===== src/rtl/decode_stage_if.sv =====
// Decode-stage bundle: F/D inputs, writeback port and the decoded D/E outputs.
// slave is the decode stage itself; master is whoever drives and observes it.
interface decode_stage_if;
  logic [31:0] instr_d;
  logic [31:0] pc_d_in;
  logic [31:0] pcplus4_d_in;
  logic        RegWrite_w;
  logic [4:0]  rd_w;
  logic [31:0] result_w;

  logic [31:0] rd1_d;
  logic [31:0] rd2_d;
  logic [4:0]  rs1_d;
  logic [4:0]  rs2_d;
  logic [4:0]  rd_d;
  logic [31:0] ext_imm_d;
  logic [31:0] pc_d;
  logic [31:0] pcplus4_d;
  logic        RegWrite_d;
  logic        MemWrite_d;
  logic        Jump_d;
  logic        Branch_d;
  logic        ALUSrc_d;
  logic [1:0]  ResultSrc_d;
  logic [3:0]  ALUControl_d;
  logic        illegal_d;
  logic        illegal_seen;
  logic [31:0] illegal_pc;

  modport slave (
    input  instr_d, pc_d_in, pcplus4_d_in, RegWrite_w, rd_w, result_w,
    output rd1_d, rd2_d, rs1_d, rs2_d, rd_d, ext_imm_d, pc_d, pcplus4_d,
           RegWrite_d, MemWrite_d, Jump_d, Branch_d, ALUSrc_d, ResultSrc_d,
           ALUControl_d, illegal_d, illegal_seen, illegal_pc
  );

  modport master (
    output instr_d, pc_d_in, pcplus4_d_in, RegWrite_w, rd_w, result_w,
    input  rd1_d, rd2_d, rs1_d, rs2_d, rd_d, ext_imm_d, pc_d, pcplus4_d,
           RegWrite_d, MemWrite_d, Jump_d, Branch_d, ALUSrc_d, ResultSrc_d,
           ALUControl_d, illegal_d, illegal_seen, illegal_pc
  );
endinterface


===== src/rtl/decode_stage.sv =====
// RV32I decode stage: register file with write-through bypass, control decode,
// immediate generation and a sticky record of the first illegal instruction.
module decode_stage #(
  parameter int XLEN  = 32,
  parameter int NREGS = 32
) (
  input  logic           clk,
  input  logic           rst,
  decode_stage_if.slave  bus
);
  localparam logic [6:0] OP_R      = 7'b0110011;
  localparam logic [6:0] OP_I      = 7'b0010011;
  localparam logic [6:0] OP_LOAD   = 7'b0000011;
  localparam logic [6:0] OP_STORE  = 7'b0100011;
  localparam logic [6:0] OP_BRANCH = 7'b1100011;
  localparam logic [6:0] OP_JAL    = 7'b1101111;
  localparam logic [6:0] OP_JALR   = 7'b1100111;
  localparam logic [6:0] OP_LUI    = 7'b0110111;
  localparam logic [6:0] OP_AUIPC  = 7'b0010111;

  localparam logic [3:0] ALU_ADD = 4'b0000, ALU_SUB = 4'b0001, ALU_AND = 4'b0010,
                         ALU_OR = 4'b0011, ALU_XOR = 4'b0100, ALU_SLT = 4'b0101,
                         ALU_SLTU = 4'b0110, ALU_SLL = 4'b0111, ALU_SRL = 4'b1000,
                         ALU_SRA = 4'b1001, ALU_PASSB = 4'b1010;

  logic [XLEN-1:0] regs [0:NREGS-1];
  logic [31:0]     instr;
  logic [6:0]      opcode;
  logic [2:0]      funct3;
  logic [4:0]      rs1, rs2;
  logic            use_rs1, use_rs2, use_rd;
  logic [XLEN-1:0] imm_i, imm_s, imm_b, imm_j, imm_u;

  assign instr  = bus.instr_d;
  assign opcode = instr[6:0];
  assign funct3 = instr[14:12];
  assign imm_i  = {{20{instr[31]}}, instr[31:20]};
  assign imm_s  = {{20{instr[31]}}, instr[31:25], instr[11:7]};
  assign imm_b  = {{19{instr[31]}}, instr[31], instr[7], instr[30:25], instr[11:8], 1'b0};
  assign imm_j  = {{11{instr[31]}}, instr[31], instr[19:12], instr[20], instr[30:21], 1'b0};
  assign imm_u  = {instr[31:12], 12'b0};

  // funct7[5] means SUB only on register-register ops; on shifts it always means SRA.
  function automatic logic [3:0] alu_op(input logic [2:0] f3, input logic b5, input logic is_r);
    case (f3)
      3'b000:  alu_op = (is_r && b5) ? ALU_SUB : ALU_ADD;
      3'b001:  alu_op = ALU_SLL;
      3'b010:  alu_op = ALU_SLT;
      3'b011:  alu_op = ALU_SLTU;
      3'b100:  alu_op = ALU_XOR;
      3'b101:  alu_op = b5 ? ALU_SRA : ALU_SRL;
      3'b110:  alu_op = ALU_OR;
      default: alu_op = ALU_AND;
    endcase
  endfunction

  always_comb begin
    bus.RegWrite_d   = 1'b0;
    bus.MemWrite_d   = 1'b0;
    bus.Jump_d       = 1'b0;
    bus.Branch_d     = 1'b0;
    bus.ALUSrc_d     = 1'b0;
    bus.ResultSrc_d  = 2'b00;
    bus.ALUControl_d = ALU_ADD;
    bus.ext_imm_d    = '0;
    bus.illegal_d    = 1'b0;
    use_rs1          = 1'b0;
    use_rs2          = 1'b0;
    use_rd           = 1'b0;
    if (instr != 32'h0) begin
      case (opcode)
        OP_R: begin
          bus.RegWrite_d   = 1'b1;
          bus.ALUControl_d = alu_op(funct3, instr[30], 1'b1);
          {use_rs1, use_rs2, use_rd} = 3'b111;
        end
        OP_I: begin
          bus.RegWrite_d   = 1'b1;
          bus.ALUSrc_d     = 1'b1;
          bus.ALUControl_d = alu_op(funct3, instr[30], 1'b0);
          bus.ext_imm_d    = imm_i;
          {use_rs1, use_rd} = 2'b11;
        end
        OP_LOAD: begin
          if (funct3 == 3'b010) begin
            bus.RegWrite_d  = 1'b1;
            bus.ResultSrc_d = 2'b01;
            bus.ALUSrc_d    = 1'b1;
            bus.ext_imm_d   = imm_i;
            {use_rs1, use_rd} = 2'b11;
          end else bus.illegal_d = 1'b1;
        end
        OP_STORE: begin
          if (funct3 == 3'b010) begin
            bus.MemWrite_d = 1'b1;
            bus.ALUSrc_d   = 1'b1;
            bus.ext_imm_d  = imm_s;
            {use_rs1, use_rs2} = 2'b11;
          end else bus.illegal_d = 1'b1;
        end
        OP_BRANCH: begin
          if (funct3 != 3'b010 && funct3 != 3'b011) begin
            bus.Branch_d     = 1'b1;
            bus.ALUControl_d = {1'b0, funct3};
            bus.ext_imm_d    = imm_b;
            {use_rs1, use_rs2} = 2'b11;
          end else bus.illegal_d = 1'b1;
        end
        OP_JAL: begin
          bus.Jump_d      = 1'b1;
          bus.RegWrite_d  = 1'b1;
          bus.ResultSrc_d = 2'b10;
          bus.ext_imm_d   = imm_j;
          use_rd          = 1'b1;
        end
        OP_JALR: begin
          if (funct3 == 3'b000) begin
            bus.Jump_d      = 1'b1;
            bus.RegWrite_d  = 1'b1;
            bus.ResultSrc_d = 2'b10;
            bus.ALUSrc_d    = 1'b1;
            bus.ext_imm_d   = imm_i;
            {use_rs1, use_rd} = 2'b11;
          end else bus.illegal_d = 1'b1;
        end
        OP_LUI, OP_AUIPC: begin
          bus.RegWrite_d   = 1'b1;
          bus.ALUSrc_d     = 1'b1;
          bus.ALUControl_d = ALU_PASSB;
          bus.ext_imm_d    = (opcode == OP_AUIPC) ? bus.pc_d_in + imm_u : imm_u;
          use_rd           = 1'b1;
        end
        default: bus.illegal_d = 1'b1;
      endcase
    end
  end

  assign rs1        = use_rs1 ? instr[19:15] : 5'd0;
  assign rs2        = use_rs2 ? instr[24:20] : 5'd0;
  assign bus.rs1_d  = rs1;
  assign bus.rs2_d  = rs2;
  assign bus.rd_d   = use_rd ? instr[11:7] : 5'd0;
  assign bus.pc_d      = bus.pc_d_in;
  assign bus.pcplus4_d = bus.pcplus4_d_in;

  // Write-through: a writeback to the register being read is seen in the same cycle.
  assign bus.rd1_d = (rs1 == 5'd0) ? '0 :
                     (bus.RegWrite_w && bus.rd_w == rs1) ? bus.result_w : regs[rs1];
  assign bus.rd2_d = (rs2 == 5'd0) ? '0 :
                     (bus.RegWrite_w && bus.rd_w == rs2) ? bus.result_w : regs[rs2];

  always_ff @(posedge clk or posedge rst) begin
    if (rst) begin
      for (int i = 0; i < NREGS; i++) regs[i] <= '0;
    end else if (bus.RegWrite_w && bus.rd_w != 5'd0) begin
      regs[bus.rd_w] <= bus.result_w;
    end
  end

  always_ff @(posedge clk or posedge rst) begin
    if (rst) begin
      bus.illegal_seen <= 1'b0;
      bus.illegal_pc   <= '0;
    end else if (bus.illegal_d && !bus.illegal_seen) begin
      bus.illegal_seen <= 1'b1;
      bus.illegal_pc   <= bus.pc_d_in;
    end
  end
endmodule


===== src/flat_wrapper.sv =====
// flat-port wrapper written by rule: the top's interface ports become plain ports
module decode_stage_flat 
#(
  parameter int XLEN  = 32,
  parameter int NREGS = 32
)
  (clk, rst, bus_instr_d, bus_pc_d_in, bus_pcplus4_d_in, bus_RegWrite_w, bus_rd_w, bus_result_w, bus_rd1_d, bus_rd2_d, bus_rs1_d, bus_rs2_d, bus_rd_d, bus_ext_imm_d, bus_pc_d, bus_pcplus4_d, bus_RegWrite_d, bus_MemWrite_d, bus_Jump_d, bus_Branch_d, bus_ALUSrc_d, bus_ResultSrc_d, bus_ALUControl_d, bus_illegal_d, bus_illegal_seen, bus_illegal_pc);
  decode_stage_if bus_i ();
  input  logic clk;
  input  logic rst;
  input wire logic [$bits(bus_i.instr_d)-1:0] bus_instr_d;
  input wire logic [$bits(bus_i.pc_d_in)-1:0] bus_pc_d_in;
  input wire logic [$bits(bus_i.pcplus4_d_in)-1:0] bus_pcplus4_d_in;
  input wire logic [$bits(bus_i.RegWrite_w)-1:0] bus_RegWrite_w;
  input wire logic [$bits(bus_i.rd_w)-1:0] bus_rd_w;
  input wire logic [$bits(bus_i.result_w)-1:0] bus_result_w;
  output wire logic [$bits(bus_i.rd1_d)-1:0] bus_rd1_d;
  output wire logic [$bits(bus_i.rd2_d)-1:0] bus_rd2_d;
  output wire logic [$bits(bus_i.rs1_d)-1:0] bus_rs1_d;
  output wire logic [$bits(bus_i.rs2_d)-1:0] bus_rs2_d;
  output wire logic [$bits(bus_i.rd_d)-1:0] bus_rd_d;
  output wire logic [$bits(bus_i.ext_imm_d)-1:0] bus_ext_imm_d;
  output wire logic [$bits(bus_i.pc_d)-1:0] bus_pc_d;
  output wire logic [$bits(bus_i.pcplus4_d)-1:0] bus_pcplus4_d;
  output wire logic [$bits(bus_i.RegWrite_d)-1:0] bus_RegWrite_d;
  output wire logic [$bits(bus_i.MemWrite_d)-1:0] bus_MemWrite_d;
  output wire logic [$bits(bus_i.Jump_d)-1:0] bus_Jump_d;
  output wire logic [$bits(bus_i.Branch_d)-1:0] bus_Branch_d;
  output wire logic [$bits(bus_i.ALUSrc_d)-1:0] bus_ALUSrc_d;
  output wire logic [$bits(bus_i.ResultSrc_d)-1:0] bus_ResultSrc_d;
  output wire logic [$bits(bus_i.ALUControl_d)-1:0] bus_ALUControl_d;
  output wire logic [$bits(bus_i.illegal_d)-1:0] bus_illegal_d;
  output wire logic [$bits(bus_i.illegal_seen)-1:0] bus_illegal_seen;
  output wire logic [$bits(bus_i.illegal_pc)-1:0] bus_illegal_pc;
  assign bus_i.instr_d = bus_instr_d;
  assign bus_i.pc_d_in = bus_pc_d_in;
  assign bus_i.pcplus4_d_in = bus_pcplus4_d_in;
  assign bus_i.RegWrite_w = bus_RegWrite_w;
  assign bus_i.rd_w = bus_rd_w;
  assign bus_i.result_w = bus_result_w;
  assign bus_rd1_d = bus_i.rd1_d;
  assign bus_rd2_d = bus_i.rd2_d;
  assign bus_rs1_d = bus_i.rs1_d;
  assign bus_rs2_d = bus_i.rs2_d;
  assign bus_rd_d = bus_i.rd_d;
  assign bus_ext_imm_d = bus_i.ext_imm_d;
  assign bus_pc_d = bus_i.pc_d;
  assign bus_pcplus4_d = bus_i.pcplus4_d;
  assign bus_RegWrite_d = bus_i.RegWrite_d;
  assign bus_MemWrite_d = bus_i.MemWrite_d;
  assign bus_Jump_d = bus_i.Jump_d;
  assign bus_Branch_d = bus_i.Branch_d;
  assign bus_ALUSrc_d = bus_i.ALUSrc_d;
  assign bus_ResultSrc_d = bus_i.ResultSrc_d;
  assign bus_ALUControl_d = bus_i.ALUControl_d;
  assign bus_illegal_d = bus_i.illegal_d;
  assign bus_illegal_seen = bus_i.illegal_seen;
  assign bus_illegal_pc = bus_i.illegal_pc;
  decode_stage #(.XLEN(XLEN), .NREGS(NREGS)) u_core (.clk(clk), .rst(rst), .bus(bus_i));
endmodule

===== config.mk =====
export PLATFORM = sky130hd
export DESIGN_NAME = decode_stage_flat
export DESIGN_NICKNAME = d
export VERILOG_FILES = /design/src/rtl/decode_stage_if.sv /design/src/rtl/decode_stage.sv /design/src/flat_wrapper.sv
export SDC_FILE = /design/constraint.sdc
export NUM_CORES = 2
export LEC_CHECK = 0
export CORE_ASPECT_RATIO = 0.8
export CORE_MARGIN = 4
export CORE_UTILIZATION = 50
export CTS_CLUSTER_DIAMETER = 150
export DETAILED_ROUTE_END_ITERATION = 7
export PLACE_DENSITY = 0.72
export SLEW_MARGIN = 20
export SYNTH_ARGS = -nofsm -noshare
export SYNTH_HDL_FRONTEND = slang
export SYNTH_SLANG_ARGS = --single-unit

===== constraint.sdc =====
create_clock -name clk -period 49.8 [get_ports clk]
set_input_delay 9.96 -clock clk [delete_from_list [all_inputs] [get_ports clk]]
set_output_delay 9.96 -clock clk [all_outputs]
set_load 0.02 [all_outputs]

# Yosys cells after proc, flatten, opt, wreduce, memory -nomap -nowiden
# Index checks and enable logic that the tools add are counted.
# Widths: inputs -> output; s select.
# op_classes
n_mul	0
n_reduce_logical	17
add_sub_neg	1
n_shift	0
div_mod_pow	0
n_eq_ne	19
n_bitwise	3
magnitude_cmp	4
muxes	56
# ops
op	n
$bwmux 1024	1
$mux 32	15
$bmux 32 s5	2
$pmux 32 s7	1
$demux 32 s5	1
$pmux 4 s7	2
$add 32x32->32	1
$reduce_bool 32->1	1
$eq 7x6->1 const B	3
$eq 7x7->1 const B	3
$mux 1	19
$ge 6x6->1 const B	3
$not 5->6	3
$pmux 4 s4	1
$mux 5	3
$eq 7x5->1 const B	2
$eq 5x5->1	2
$logic_not 5->1	2
$eq 3x3->1 const B	3
$pmux 1 s3	3
$pmux 1 s4	2
$eq 7x2->1 const B	1
$eq 3x2->1 const B	2
$logic_and 1x1->1	6
14 further kinds	18
# totals
output_inout_bits	220
latch_bits	0
romBits	0
in_bits	136
mem_count	0
regBits	1057
ramBits	0

# Longest topological paths before layout
# logic_depth
word_depth	12
depth_mapped	13
depth_no_buf	10

# Worst setup path before layout
# Ideal clock, no wire load.
# synth_timing
kind	input-to-output
startpoint	input bus_instr_d[2]
endpoint	output bus_rd1_d[16]
arrival_ns	12.515
cell_stages	12
slack_ns	27.325
path_cell_list	buf_4 > and4bb_1 > and2_1 > buf_2 > o31ai_4 > inv_4 > buf_2 > mux2i_1 > a211oi_1 > a211oi_1 > o32a_1 > a211oi_1
# synth_via
elab_chain_len	11
# synth_rtl
element	line	text
start, declared	flat_wrapper.sv:11	input wire logic [$bits(bus_i.instr_d)-1:0] bus_instr_d;
$eq 7x2->1 (tied with other cells)	decode_stage.sv:71	case (opcode)
$reduce_or 2->1 (no line)	n/a	
$pmux 1 s4	decode_stage.sv:71	
$mux 1 (*)	decode_stage.sv:70	if (instr != 32'h0) begin
$mux 5 (*)	decode_stage.sv:138	assign rs1 = use_rs1 ? instr[19:15] : 5'd0;
$not 5->6 (not written as such)	decode_stage.sv:148	(bus.RegWrite_w && bus.rd_w == rs1) ? bus.result_w : regs[rs1];
$bmux 32 s5	decode_stage.sv:148	
$mux 32 (not written as such) (2 in series)	decode_stage.sv:148	
$mux 32	decode_stage.sv:148	
$mux 32 (*)	decode_stage.sv:147	assign bus.rd1_d = (rs1 == 5'd0) ? '0 :
end, declared	flat_wrapper.sv:17	output wire logic [$bits(bus_i.rd1_d)-1:0] bus_rd1_d;
# Mark *: on every way between the ends. The rest lies on a longest branch, timed or not. The select of a mux whose other input is x is not followed.

# Final worst setup path
# layout_timing
startpoint	input bus_instr_d[13]
endpoint	output bus_rd2_d[12]
# layout_via
elab_chain_len	12
# layout_rtl
element	line	text
$ne 3x2->1	decode_stage.sv:102	if (funct3 != 3'b010 && funct3 != 3'b011) begin
$logic_and 1x1->1	decode_stage.sv:102	
$mux 1	decode_stage.sv:102	
$pmux 1 s3	decode_stage.sv:71	
$mux 1 (*)	decode_stage.sv:70	
$mux 5 (*)	decode_stage.sv:139	assign rs2 = use_rs2 ? instr[24:20] : 5'd0;
$not 5->6 (not written as such)	decode_stage.sv:150	(bus.RegWrite_w && bus.rd_w == rs2) ? bus.result_w : regs[rs2];
$bmux 32 s5	decode_stage.sv:150	
$mux 32 (not written as such) (2 in series)	decode_stage.sv:150	
$mux 32	decode_stage.sv:150	
$mux 32 (*)	decode_stage.sv:149	assign bus.rd2_d = (rs2 == 5'd0) ? '0 :
end, declared	flat_wrapper.sv:18	output wire logic [$bits(bus_i.rd2_d)-1:0] bus_rd2_d;
# Marks and branches as above.

==> flow_summary.toml <==
[synthesis]
yosys_warnings = 0
synthTopCellsByArea = "dfrtp_1 44%, mux2_2 23%, mux2i_1 4.8%, mux4_2 3.6%, a21oi_1 3.5%"
ys_seq_area_frac = 0.440
ys_seq_elements = 1057
netlist_area_um2 = 60100
syn_inst = 5399
ys_types = 81
syn-num-nets = 5555
syn_avg_cell_area_um2 = 11.1
yosysTopAreaCell = "dfrtp_1"
synth_edf_count = 0
synth.top_cell.area_share = 0.440
async_reset_ff_frac = 1.00
synth_ff_type = "dfrtp_1"

[sta]
skew_ps = 10.0
fin_crit_ps = 26130
max_slew_margin = 0.125
worst_slew_pin_slew_ps = 1310
finalMaxSlewViolations = 0
setup_tns_ps = 0
holdWs_ps = 407
hold_viol = 0
fmax_ghz = 0.0383
rsz0062_at_grt = "no"
setup_viol = 0
min_period_over_period = 0.525

[global_routing]
grt_max_degree = 164
grt_overflow = 0
grt_pass1_wl_mm = 349
grt_antenna_before_repair = 17
grt_pass1_vias = 49500
grt_usage = 0.374

[drt]
wl_met3_mm = 38.3
drt_first_iter_violations = 8312
wl_met1_mm = 90.5
num_vias = 51200
antenna_left = 0
drt-wirelength-per-cell_um = 34.5
dr.pass1.iters = 8
routed_wl_mm = 243
wl_met2_mm = 97.7
viasPerCell = 7.26
top_layer = "met5"
drc = 2

[worst_setup_path]
worst-path-max-fanout = 122
path_class = "input pin to output port"
endpoint_kind = "output port"
cp.required_ps = 39840
arrival_ps = 16170
start_kind = "input pin"

[hold_path]
hp-class = "register to register"

[final_layout]
mostFrequentLayoutCells = "1202 x mux2_2, 1057 x dfrtp_1, 420 x a21oi_1"
area_delta_synth_final_pct = 12.8
layout-drive-gt1-share = 0.320
design_area_um2 = 67800
layout_commonest_cell = "mux2_2"
final_nets = 5490

[flow_run]
drv_cap = 0

[placement]
dp_hpwl_mm = 141
place_congestion = 0.956
placed_area_um2 = 64000
port_buffers = 291

[clocking]
cts_setup_buffers = 0
worstSkewPairLatency_ps = 730
clk_pin_slew_worst_paths_ps = 60
cts_sinks = 1057
ctsHoldBuffers = 0
ctsResizeCount = 0
cts_tree = "yes"
cts_buffers = 108
root_buffer = "clkbuf_16"
htree_levels = 3
max-clock-path-buffers = 3

[power]
ir_drop_v = 0.0000396
total_power_mw = 2.48
power_density_nw_per_um2 = 36.5
power_leakage_nw = 28.8

[die]
dieWidth_um = 396
dieArea_um2 = 126000
die_h_um = 318
rows = 113
core_area_um2 = 119000
initial_core_util = 0.505
io_pins = 356

[run_status]
violations = "design-rule violations"
status = "finished with violations"
-- critical path, stage by stage --
cell,delay (ps)
clkdlybuf4s50_1,770
or3b_1,480
a21oi_2,600
o211ai_4,130
buf_12,340
inv_6,800
buf_4,790
a21oi_1,150
a22oi_1,220
a21oi_1,100
o311a_1,310
a21oi_1,590
clkdlybuf4s50_1,760
-- routing by layer --
layer | up-vias | global-route usage
met2 | 4412 | 0.507
met1 | 25700 | 0.500
met5 | - | 0
met4 | 18 | 0.209
met3 | 1092 | 0.162
li1 | 20000 | -
-- where the power goes --
part           internal, mW  switching [mW]
registers              1.02           0.130
logic                 0.243           0.205
clock network         0.509           0.369
total                  1.77           0.705
-- state kept, by name (all words and copies together) (netlist names) --
| signal | flops |
|---|---|
| u_core.bus.illegal_seen | 1 |
| u_core.bus.illegal_pc | 32 |
| u_core.regs | 1024 |
-- path summary, 6_finish.rpt --
| path | cells past startpoint | to | start | slack (ps) |
|---|---|---|---|---|
| max | 13 | bus_rd2_d[12] | bus_instr_d[13] | 23670 |
| min | 0 | u_core.regs[1010]$_DFFE_PP0P_ | u_core.regs[1010]$_DFFE_PP0P_ | 410 |
| max reg2reg | 3 | u_core.bus.illegal_pc[22]$_DFFE_PP0P_ | u_core.bus.illegal_seen$_DFFE_PP0P_ | 48340 |
| min reg2reg | 0 | u_core.regs[1010]$_DFFE_PP0P_ | u_core.regs[1010]$_DFFE_PP0P_ | 410 |
| max in group asynchronous | 5 | u_core.regs[559]$_DFFE_PP0P_ | rst | 37010 |
| min in group asynchronous | 2 | u_core.regs[545]$_DFFE_PP0P_ | rst | 9730 |
-- metrics by stage --
step           setup slack, ps  utilization  std cells
2_1_floorplan            10090            -       5399
3_3_place_gp             23980        0.538       6834
3_5_place_dp             23960        0.538       6834
4_1_cts                  23940        0.569       7034
5_1_grt                  23590        0.569       7037
6_report                 23670        0.570       7050
-- area by class of cell --
class                           instances  area (um2)
Sequential cell                      1057       26500
Inverter                               39         170
Tap cell                             1610        2010
Clock inverter                         46         613
Clock buffer                          154        3160
Fill cell                            9825       51200
Antenna cell                           16        40.0
Multi-Input combinational cell       3676       31200
Timing Repair Buffer                  452        4200
-- cell usage after synthesis (9+ instances only) --
cell,n
o22ai_1,85
a22oi_1,57
nand2_1,396
buf_4,72
ha_1,19
a21oi_1,420
buf_2,84
mux2_2,1202
nor2b_1,30
o21ai_0,309
clkbuf_1,395
mux4_2,96
o221ai_1,23
nand3_1,46
a221o_1,9
a2111oi_0,41
a221oi_1,82
inv_1,33
nand2b_1,9
mux2i_1,287
o2111ai_1,22
o2111a_1,16
xnor2_1,12
nor3_1,34
mux2_1,21
o211ai_1,55
buf_1,75
a22o_1,12
dfrtp_1,1057
a211oi_1,60
nor2_1,110
a41oi_1,13
a31oi_1,39
-- kinds of logic (layout without fill, tap and decap cells) --
logic type | after synthesis | in the layout | synth area share
AOI/OAI and AO/OA | 1343 | 1343 | 0.142
xor gates and xnor gates | 20 | 20 | 0.00291
adders and majority gates | 20 | 20 | 0.00429
buffers and inverters | 666 | 691 | 0.0480
DFF | 1057 | 1057 | 0.440
muxes | 1606 | 1606 | 0.313
other | 0 | 16 | 0
and+or+nand+nor | 687 | 687 | 0.0497
No activity file was read; power rests on OpenSTA's default activity.
